**src/rtl/aes_encrypt_seq_pkg.sv**
```systemverilog
// Shared definitions for the iterative AES-128 encryption core:
// FSM state type, round count, block width and the key-schedule round constants.
package aes_encrypt_seq_pkg;

  localparam int         BLOCK_W = 128;
  localparam logic [3:0] NR      = 4'd10;

  typedef enum logic [1:0] {
    IDLE = 2'd0,
    RUN  = 2'd1,
    DONE = 2'd2
  } aes_state_e;

  // Rcon for rounds 1..10 (index 0 holds round 1)
  localparam logic [7:0] RCON [10] = '{
    8'h01, 8'h02, 8'h04, 8'h08, 8'h10, 8'h20, 8'h40, 8'h80, 8'h1b, 8'h36
  };

  function automatic logic [7:0] rcon_for(input logic [3:0] round);
    rcon_for = 8'h00;
    for (int i = 0; i < 10; i++) begin
      if (round == 4'(i + 1)) rcon_for = RCON[i];
    end
  endfunction

endpackage

```
**src/rtl/aes_sbox_fwd.sv**
```systemverilog
// Forward AES S-box, one byte in, one byte out, purely combinational lookup.
module aes_sbox_fwd (
  input  logic [7:0] i_byte,
  output logic [7:0] o_byte
);

  // Row-major table: entry 0 is the leftmost byte
  localparam logic [0:255][7:0] SBOX_TABLE = {
    128'h637c777b_f26b6fc5_3001672b_fed7ab76,
    128'hca82c97d_fa5947f0_add4a2af_9ca472c0,
    128'hb7fd9326_363ff7cc_34a5e5f1_71d83115,
    128'h04c723c3_1896059a_071280e2_eb27b275,
    128'h09832c1a_1b6e5aa0_523bd6b3_29e32f84,
    128'h53d100ed_20fcb15b_6acbbe39_4a4c58cf,
    128'hd0efaafb_434d3385_45f9027f_503c9fa8,
    128'h51a3408f_929d38f5_bcb6da21_10fff3d2,
    128'hcd0c13ec_5f974417_c4a77e3d_645d1973,
    128'h60814fdc_222a9088_46eeb814_de5e0bdb,
    128'he0323a0a_4906245c_c2d3ac62_9195e479,
    128'he7c8376d_8dd54ea9_6c56f4ea_657aae08,
    128'hba78252e_1ca6b4c6_e8dd741f_4bbd8b8a,
    128'h703eb566_4803f60e_613557b9_86c11d9e,
    128'he1f89811_69d98e94_9b1e87e9_ce5528df,
    128'h8ca1890d_bfe64268_41992d0f_b054bb16
  };

  assign o_byte = SBOX_TABLE[i_byte];

endmodule

```
**src/rtl/aes_encrypt_seq.sv**
```systemverilog
// Iterative AES-128 encryption core: one round per clock, round keys derived on the fly
// from the previous round key, valid/ready handshakes on both sides.
module aes_encrypt_seq
  import aes_encrypt_seq_pkg::*;
(
  input  logic               clk,
  input  logic               rst_n,
  input  logic               in_valid,
  output logic               in_ready,
  input  logic [BLOCK_W-1:0] plaintext,
  input  logic [BLOCK_W-1:0] key,
  output logic               out_valid,
  input  logic               out_ready,
  output logic [BLOCK_W-1:0] ciphertext
);

  aes_state_e         r_fsm;
  logic [BLOCK_W-1:0] r_state;
  logic [BLOCK_W-1:0] r_rkey;
  logic [3:0]         r_round;

  logic [BLOCK_W-1:0] w_sub_state;
  logic [BLOCK_W-1:0] w_shifted;
  logic [BLOCK_W-1:0] w_rkey_next;
  logic [BLOCK_W-1:0] w_round_out;
  logic [31:0]        w_rot_word;
  logic [31:0]        w_sub_word;

  // Byte b of the state sits at [127-8b -: 8], b = 4*column + row
  function automatic logic [BLOCK_W-1:0] shift_rows(input logic [BLOCK_W-1:0] s);
    logic [BLOCK_W-1:0] o;
    o = '0;
    for (int c = 0; c < 4; c++) begin
      for (int r = 0; r < 4; r++) begin
        o[127-8*(4*c+r) -: 8] = s[127-8*(4*((c+r)%4)+r) -: 8];
      end
    end
    return o;
  endfunction

  function automatic logic [7:0] xtime(input logic [7:0] b);
    return {b[6:0], 1'b0} ^ (b[7] ? 8'h1b : 8'h00);
  endfunction

  function automatic logic [31:0] mix_column(input logic [31:0] col);
    logic [7:0] a0, a1, a2, a3;
    {a0, a1, a2, a3} = col;
    return {xtime(a0) ^ xtime(a1) ^ a1 ^ a2 ^ a3,
            a0 ^ xtime(a1) ^ xtime(a2) ^ a2 ^ a3,
            a0 ^ a1 ^ xtime(a2) ^ xtime(a3) ^ a3,
            xtime(a0) ^ a0 ^ a1 ^ a2 ^ xtime(a3)};
  endfunction

  function automatic logic [BLOCK_W-1:0] mix_columns(input logic [BLOCK_W-1:0] s);
    logic [BLOCK_W-1:0] o;
    o = '0;
    for (int c = 0; c < 4; c++) begin
      o[127-32*c -: 32] = mix_column(s[127-32*c -: 32]);
    end
    return o;
  endfunction

  // sub_word is SubWord(RotWord(w3)) of the current key, computed by the key S-boxes
  function automatic logic [BLOCK_W-1:0] key_expand(input logic [BLOCK_W-1:0] rk,
                                                    input logic [31:0] sub_word,
                                                    input logic [7:0] rcon);
    logic [31:0] n0, n1, n2, n3;
    n0 = rk[127:96] ^ sub_word ^ {rcon, 24'h000000};
    n1 = rk[95:64] ^ n0;
    n2 = rk[63:32] ^ n1;
    n3 = rk[31:0] ^ n2;
    return {n0, n1, n2, n3};
  endfunction

  genvar gi;
  generate
    for (gi = 0; gi < 16; gi++) begin : g_state_sbox
      aes_sbox_fwd u_sbox (
        .i_byte (r_state[BLOCK_W-1-8*gi -: 8]),
        .o_byte (w_sub_state[BLOCK_W-1-8*gi -: 8])
      );
    end
    for (gi = 0; gi < 4; gi++) begin : g_key_sbox
      aes_sbox_fwd u_sbox (
        .i_byte (w_rot_word[31-8*gi -: 8]),
        .o_byte (w_sub_word[31-8*gi -: 8])
      );
    end
  endgenerate

  assign w_rot_word  = {r_rkey[23:0], r_rkey[31:24]};
  assign w_rkey_next = key_expand(r_rkey, w_sub_word, rcon_for(r_round));
  assign w_shifted   = shift_rows(w_sub_state);
  assign w_round_out = ((r_round == NR) ? w_shifted : mix_columns(w_shifted)) ^ w_rkey_next;

  always_ff @(posedge clk or negedge rst_n) begin
    if (!rst_n) begin
      r_fsm   <= IDLE;
      r_state <= '0;
      r_rkey  <= '0;
      r_round <= '0;
    end else begin
      case (r_fsm)
        IDLE: begin
          if (in_valid) begin
            r_state <= plaintext ^ key;
            r_rkey  <= key;
            r_round <= 4'd1;
            r_fsm   <= RUN;
          end
        end
        RUN: begin
          r_state <= w_round_out;
          r_rkey  <= w_rkey_next;
          r_round <= r_round + 4'd1;
          if (r_round == NR) r_fsm <= DONE;
        end
        DONE: begin
          if (out_ready) begin
            r_round <= '0;
            r_fsm   <= IDLE;
          end
        end
        default: r_fsm <= IDLE;
      endcase
    end
  end

  assign in_ready   = (r_fsm == IDLE);
  assign out_valid  = (r_fsm == DONE);
  assign ciphertext = r_state;

endmodule

```
**config.mk**
```make
export PLATFORM = sky130hd
export DESIGN_NAME = aes_encrypt_seq
export DESIGN_NICKNAME = d
export VERILOG_FILES = /design/src/rtl/aes_encrypt_seq_pkg.sv /design/src/rtl/aes_sbox_fwd.sv /design/src/rtl/aes_encrypt_seq.sv
export SDC_FILE = /design/constraint.sdc
export NUM_CORES = 2
export LEC_CHECK = 0
export BUFFER_PORTS_ARGS = -buffer_cell sky130_fd_sc_hd__buf_2
export CAP_MARGIN = 20
export CORE_ASPECT_RATIO = 1.25
export CORE_MARGIN = 1
export CORE_UTILIZATION = 29
export DETAILED_ROUTE_END_ITERATION = 10
export HOLD_SLACK_MARGIN = 0.15
export PLACE_DENSITY = 0.48
export SLEW_MARGIN = 10
export SYNTH_ARGS = -nofsm -noshare
export SYNTH_HDL_FRONTEND = slang
export SYNTH_SLANG_ARGS = --single-unit
```
**constraint.sdc**
```tcl
create_clock -name clk -period 4.3 [get_ports clk]
set_input_delay 0.43 -clock clk [delete_from_list [all_inputs] [get_ports clk]]
set_output_delay 0.43 -clock clk [all_outputs]
set_load 0.005 [all_outputs]
```
* Word-level counts from Yosys, hierarchy flattened
Memories as Yosys holds them, arrays and structs flattened.
Cells that the tools add are included.
** Operators by class
- Muxes and demuxes :: 78
- Add/subtract/negate cells :: 1
- Reduce and logical (&&, ||, !) cells :: 6
- $lt $le $gt $ge :: 20
- Equal/unequal tests :: 15
- Bitwise logic cells :: 107
** Operator list (count)
- $pmux 128 s2 :: 2
- $xor 8x8->8 :: 64
- $mux 128 :: 3
- $mux 8 :: 48
- $xor 128x128->128 :: 2
- $ge 9x9->1 const B :: 20
- $not 8->9 :: 20
- $xor 32x32->32 :: 5
- $xor 8x5->8 :: 16
- $mux 5 :: 16
- $eq 4x3->1 const B :: 4
- $eq 4x4->1 const B :: 3
- $pmux 4 s3 :: 1
- $eq 4x2->1 const B :: 2
- $mux 2 :: 4
- $mux 4 :: 2
- $pmux 2 s3 :: 1
- $reduce_and 3->1 :: 2
- $add 4x1->4 const B :: 1
- $eq 4x1->1 const B :: 1
- $ne 2x2->1 const B :: 2
- $reduce_bool 3->1 :: 1
- $eq 2x1->1 const B :: 1
- $eq 2x2->1 const B :: 1
- 5 further kinds :: 5
** Storage, ports and cells
- Output and inout port bits :: 130
- ROM bits :: 40960
- Bits in registers :: 262
- Input port bits :: 260
- Logic and storage cells :: 251
- Memories kept :: 20
** Memory list
- (no name shown) :: words 256, bits a word 8, rd ports 1, clocked after Yosys merged registers in 0, wr ports 0, RTL line aes_sbox_fwd.sv:27 : assign o_byte = SBOX_TABLE[i_byte];
- (no name shown) :: words 256, bits a word 8, rd ports 1, clocked after Yosys merged registers in 0, wr ports 0, RTL line aes_sbox_fwd.sv:27
- (no name shown) :: words 256, bits a word 8, rd ports 1, clocked after Yosys merged registers in 0, wr ports 0, RTL line aes_sbox_fwd.sv:27
- (no name shown) :: words 256, bits a word 8, rd ports 1, clocked after Yosys merged registers in 0, wr ports 0, RTL line aes_sbox_fwd.sv:27
- (no name shown) :: words 256, bits a word 8, rd ports 1, clocked after Yosys merged registers in 0, wr ports 0, RTL line aes_sbox_fwd.sv:27
- (no name shown) :: words 256, bits a word 8, rd ports 1, clocked after Yosys merged registers in 0, wr ports 0, RTL line aes_sbox_fwd.sv:27
- +14 memories

* Logic depth before layout (Yosys ltp)
- Depth after elaboration :: 17
- Mapped depth :: 18
- Gate-level depth less buffers :: 15

* By module
Synthesis repeated with hierarchy kept, for this count alone.
** Unflattened totals
- Cell total of the unflattened synthesis :: 12644
- Area total of the unflattened synthesis :: 85273.0 sq um
** By module, submodules not included
- aes_sbox_fwd (g_state_sbox[14].u_sbox ...) :: cells each 507, times used 11, seq. area each 0.0 sq um, area each 3179.3 sq um
- aes_sbox_fwd (g_key_sbox[0].u_sbox ...) :: cells each 510, times used 9, seq. area each 0.0 sq um, area each 3103.0 sq um
- aes_encrypt_seq :: cells each 2477, times used 1, seq. area each 6556.3 sq um, area each 22374.0 sq um

* Worst setup path after synthesis
No wires, ideal clock.
- Path kind :: reg2reg
- Start point :: reg r_rkey[1]
- End point :: reg r_state[74] (netlist: ciphertext[74])
- Arrival time :: 4.511 ns
- Setup time :: 0.133 ns
- Stages on the path, launching flop included :: 16
- Buffers on the path :: 3
- Slack :: -0.344 ns
- Data required time :: 4.167 ns
- Clock period less this slack :: 4.644 ns
- Path through :: dfrtp_1 -> clkbuf_1 -> buf_2 -> clkinv_1 -> ha_1 -> or2_2 -> clkbuf_1 -> a31o_2 -> mux4_2 -> a2111o_1 -> o31ai_2 -> xor2_2 -> xnor2_1 -> xnor3_1 -> nor2_1 -> o22ai_1
** On the way
- Word-level cells in the longest chain between the ends :: 9
** RTL lines
- start: declaration :: RTL line aes_encrypt_seq.sv:19 : logic [BLOCK_W-1:0] r_rkey;
- start signal: assignment :: RTL line aes_encrypt_seq.sv:107 : r_rkey <= key;
- start signal: assignment :: RTL line aes_encrypt_seq.sv:114 : r_rkey <= w_rkey_next;
- $not 8->9 (not written as such) :: RTL line aes_sbox_fwd.sv:27
- $mem_v2 256x8
- $mux 8 (not written as such) (2 in series) :: RTL line aes_sbox_fwd.sv:27
- $xor 32x32->32 (2 in series) :: RTL line aes_encrypt_seq.sv:68 : n0 = rk[127:96] ^ sub_word ^ {rcon, 24'h000000};
- $xor 32x32->32 :: RTL line aes_encrypt_seq.sv:69 : n1 = rk[95:64] ^ n0;
- $xor 128x128->128 :: RTL line aes_encrypt_seq.sv:94 : assign w_round_out = ((r_round == NR) ? w_shifted : mix_columns(w_shifted)) ^ w_rkey_next;
- $pmux 128 s2 :: RTL line aes_encrypt_seq.sv:103 : case (r_fsm)
- end signal: assignment :: RTL line aes_encrypt_seq.sv:106 : r_state <= plaintext ^ key;
- end signal: assignment :: RTL line aes_encrypt_seq.sv:113 : r_state <= w_round_out;
- end: declaration :: RTL line aes_encrypt_seq.sv:18 : logic [BLOCK_W-1:0] r_state;
No other way between the ends. The select of a mux whose other input is x is not followed.
A chain may end at the register's enable or synchronous reset.

* Final worst setup path
- Start point :: reg r_state[59] (netlist: ciphertext[59])
- End point :: reg r_state[56] (netlist: ciphertext[56])
** On the way
- Word-level cells in the longest chain between the ends :: 13
** RTL lines
- $not 8->9 (not written as such) * :: RTL line aes_sbox_fwd.sv:27
- $mem_v2 256x8 *
- $mux 8 (not written as such) * (2 in series) :: RTL line aes_sbox_fwd.sv:27
- $mux 5 :: RTL line aes_encrypt_seq.sv:42 : return {b[6:0], 1'b0} ^ (b[7] ? 8'h1b : 8'h00);
- $xor 8x5->8 :: RTL line aes_encrypt_seq.sv:42
- $xor 8x8->8 (4 in series) :: RTL line aes_encrypt_seq.sv:48 : return {xtime(a0) ^ xtime(a1) ^ a1 ^ a2 ^ a3,
- $mux 128 * :: RTL line aes_encrypt_seq.sv:94
- $xor 128x128->128 * :: RTL line aes_encrypt_seq.sv:94
- $pmux 128 s2 * :: RTL line aes_encrypt_seq.sv:103
Mark *: on every way between the ends. The rest lies on a longest branch, timed or not. The select of a mux whose other input is x is not followed.

==> impl_metrics.csv <==
group,metric,value,unit
route,first_pass_iters,9,
logic_synthesis,synth.top_cell.area_share,7.23,%
critical_path,crit_type,"reg2reg",
sta,finClkSkew,0.0578,ns
logic_synthesis,ys_seq_area_share,7.23,%
floorplan,coreArea,0.311,mm2
critical_path,crit_chain,"buf_4 -> nand2b_1 -> o22ai_1 -> a211oi_1 -> or3_1 -> o2111ai_1 -> a21oi_2 -> buf_4 -> xnor2_1 -> xnor3_1 -> a21oi_1 -> xor2_1 -> a221oi_1",
logic_synthesis,yosysMostFrequentCell,"a21oi_1",
worst_hold_path,hold_path.class,"in2reg",
clock_tree,cts_num_sinks,262,
critical_path,cp_max_fo,30,
floorplan,die_h,627,um
worst_hold_path,holdPathStages,4,
cells_and_area,drive_gt1_share,28.1,%
clock_tree,cts_root_buffer,"clkbuf_16",
global_routing,grt_max_degree,92,
sta,tightest_slew,1.18,ns
clock_tree,clockBufferDepth,3,
route,drtIter0Drc,17209,
logic_synthesis,synthCells,13015,
floorplan,design.die.area,0.315,mm2
critical_path,start_kind,"flop",
clock_tree,clkLatencyLatePin,0.69,ns
sta,drv_slew,0,
critical_path,crit_family,"compound AO/OA/AOI/OAI gates",
floorplan,initial_core_util,29.1,%
run_status,failed_checks,"setup timing",
critical_path,cpMaxStageDelayCell,"dfrtp_4",
sta,hold_violations,0,
logic_synthesis,synth_area_leader_cell,"dfrtp_1",
sta,max-slew-margin-rel,20.7,%
floorplan,rows,229,
sta,max_freq,0.231,GHz
clock_tree,cts_buffers,42,
logic_synthesis,synth-seq-cells,262,
global_routing,antenna_found_initial,63,
logic_synthesis,synth_nets,13580,
global_routing,grt_first_pass_wirelength,909000,um
placed_design,portBuffers,389,
cells_and_area,seq_area,0.00673,mm2
logic_synthesis,synth_top_flop_cell,"dfrtp_1",
critical_path,critical_path_depth,13,
run_status,run_status,"complete, but fails checks",
worst_hold_path,hp-start,"plaintext[30]",
global_routing,first_global_vias,115365,
logic_synthesis,async_flop_share,100,%
logic_synthesis,synth-edff-count,0,
critical_path,crit_start,"ciphertext[59]",
route,vias,122565,
critical_path,setup.worst_path.end_class,"flop",
clock_tree,cts_tree,"done",
clock_tree,htree_levels,2,
cells_and_area,fillCellCount,33471,
global_routing,grt_usage,39.7,%
cells_and_area,areaGrowthSynthToFinish,30.4,%
critical_path,rr_startpoint,"ciphertext[59]",
clock_tree,clk_pin_slew_worst_paths,0.07,ns
logic_synthesis,synth_area_leaders,"dfrtp_1 7.2%, mux4_2 6.1%, a21oi_1 5.5%, o21ai_0 5.5%, xnor2_1 4.9%",
logic_synthesis,avgSynthCellArea,6.97,um2
global_routing,gr-total-overflow,0,
cells_and_area,multiInputGateArea,0.0785,mm2
route,antenna_left,0,
floorplan,ioPinCount,390,
sta,fin_crit,4.33,ns
placed_design,dp_hpwl,514000,um
critical_path,worstRegToRegCells,13,
logic_synthesis,synth_area,0.0907,mm2
sta,fin_crit_sh,101,%
logic_synthesis,synth_cell_types,118,
critical_path,cp.buffers_inverters,2,
critical_path,worst_path_most_repeated_cell,"buf_4",
route,drc,0,
logic_synthesis,synth_common_cells,"1001 x a21oi_1, 996 x o21ai_0, 949 x nand2_1",
critical_path,critical-path-max-stage-delay,0.73,ns
cells_and_area,fin_nets,15175,
sta,setup_viol,2,
sta,setup_tns,-0.0379,ns
flow_run,drv_cap,0,
placed_design,gp_congestion,1.09,
sta,rsz0062_at_grt,"yes",
sta,post-route-worst-setup-slack,-0.0252,ns
critical_path,cp.arrival,4.85,ns
floorplan,die_w,502,um
route,totalWireLength,655000,um
critical_path,critPathRequiredTime,4.82,ns
route,vias_per_cell,6.51,
route,post_drt_wl_per_cell,34.8,um
logic_synthesis,yosysWarnings,0,
-- cell type report --
cell class	count	share of cell area [%]
tap	4158	4.40
inverter	211	0.688
sequential	262	5.69
timing repair buffer	3110	21.5
multi-input combinational	10983	66.4
antenna	33	0.0698
clock inverter	24	0.270
clock buffer	54	0.979
-- registers in the layout, summed over array words and instances, names as in the netlist --
| name | cells |
|---|---|
| ciphertext | 128 |
| r_rkey | 128 |
| r_round | 4 |
| r_fsm | 2 |
-- per-layer routing --
metal / part of all wire [%] / wire length [um] / vias to the layer above / track usage, %
met1: 38 / 247000 / 59807 / 48.3
met4: 8.9 / 58500 / 48 / 28.7
met3: 8.5 / 55900 / 2006 / 6.17
met5: 0.048 / 316 / - / 0
li1: - / - / 52511 / -
met2: 45 / 293000 / 8193 / 63.3
-- tightest hold or removal path, cell delays in order --
cell      delay (ns)
buf_2           0.08
xor2_1          0.06
nor3_1          0.15
a221oi_1        0.07
-- path summary, 6_finish.rpt --
check	endpoint	slack (ns)
min in group asynchronous	ciphertext[100]	0.33
max in group asynchronous	ciphertext[58]	2.80
setup reg to reg	ciphertext[56]	-0.03
hold reg to reg	r_rkey[124]	0.51
setup / recovery	ciphertext[56]	-0.03
hold / removal	ciphertext[30]	0.16
-- cell usage in the layout (no fill, tap or decap), drive strengths merged, types with 86 or more instances in the layout --
| cell type | synthesis | routed |
|---|---|---|
| a211oi | 278 | 278 |
| nor2b | 419 | 419 |
| nor3b | 87 | 87 |
| and2 | 147 | 147 |
| mux2i | 225 | 225 |
| o221ai | 121 | 121 |
| and3 | 90 | 90 |
| o21ai | 1009 | 1009 |
| nand2 | 952 | 952 |
| buf | 658 | 3040 |
| nand3 | 467 | 467 |
| a221oi | 114 | 114 |
| or3 | 86 | 86 |
| nand2b | 467 | 467 |
| xnor2 | 526 | 526 |
| dfrtp | 262 | 262 |
| inv | 172 | 173 |
| o211ai | 231 | 231 |
| a311oi | 204 | 204 |
| xor2 | 327 | 327 |
| or2 | 126 | 126 |
| ha | 305 | 305 |
| o22ai | 229 | 229 |
| o311ai | 231 | 231 |
| a21oi | 1003 | 1003 |
| nor3 | 448 | 448 |
| a31oi | 282 | 282 |
| o31ai | 141 | 141 |
| nor2 | 863 | 863 |
| mux4 | 246 | 246 |
-- cells by family after synthesis --
kind of cell | share of synthesized area (%)
compound gates | 36.4
simple gates | 24.6
buf+inv | 8.35
xor+xnor | 9.86
mux | 9.40
fa+ha+maj | 4.21
flops | 7.23
-- stage by stage --
| step | instances | hold WS (ns) | instance area (um2) | utilization, % | worst slack, ns |
|---|---|---|---|---|---|
| 2_1_floorplan | 13015 | 0.134 | 90700 | - | 0.00243 |
| 3_3_place_gp | 18628 | 0.484 | 114000 | 36.6 | -0.716 |
| 3_5_place_dp | 18628 | 0.491 | 114000 | 36.6 | -0.733 |
| 4_1_cts | 18782 | 0.152 | 117000 | 37.5 | 0.000338 |
| 5_1_grt | 18812 | 0.168 | 118000 | 38.0 | -0.0376 |
| 6_report | 18835 | 0.164 | 118000 | 38.0 | -0.0252 |
-- what timing repair did --
item	in CTS	in global routing
endpoints found under the hold margin	126	0
pin swaps	9	42
buffers inserted	9	16
endpoints found under the setup margin	93	111
gates cloned	0	2
hold buffers	67	0
gates resized for setup	128	285
Power is not shown: default switching activity piles up to over one toggle a cycle in this logic, so the estimate is an artifact.
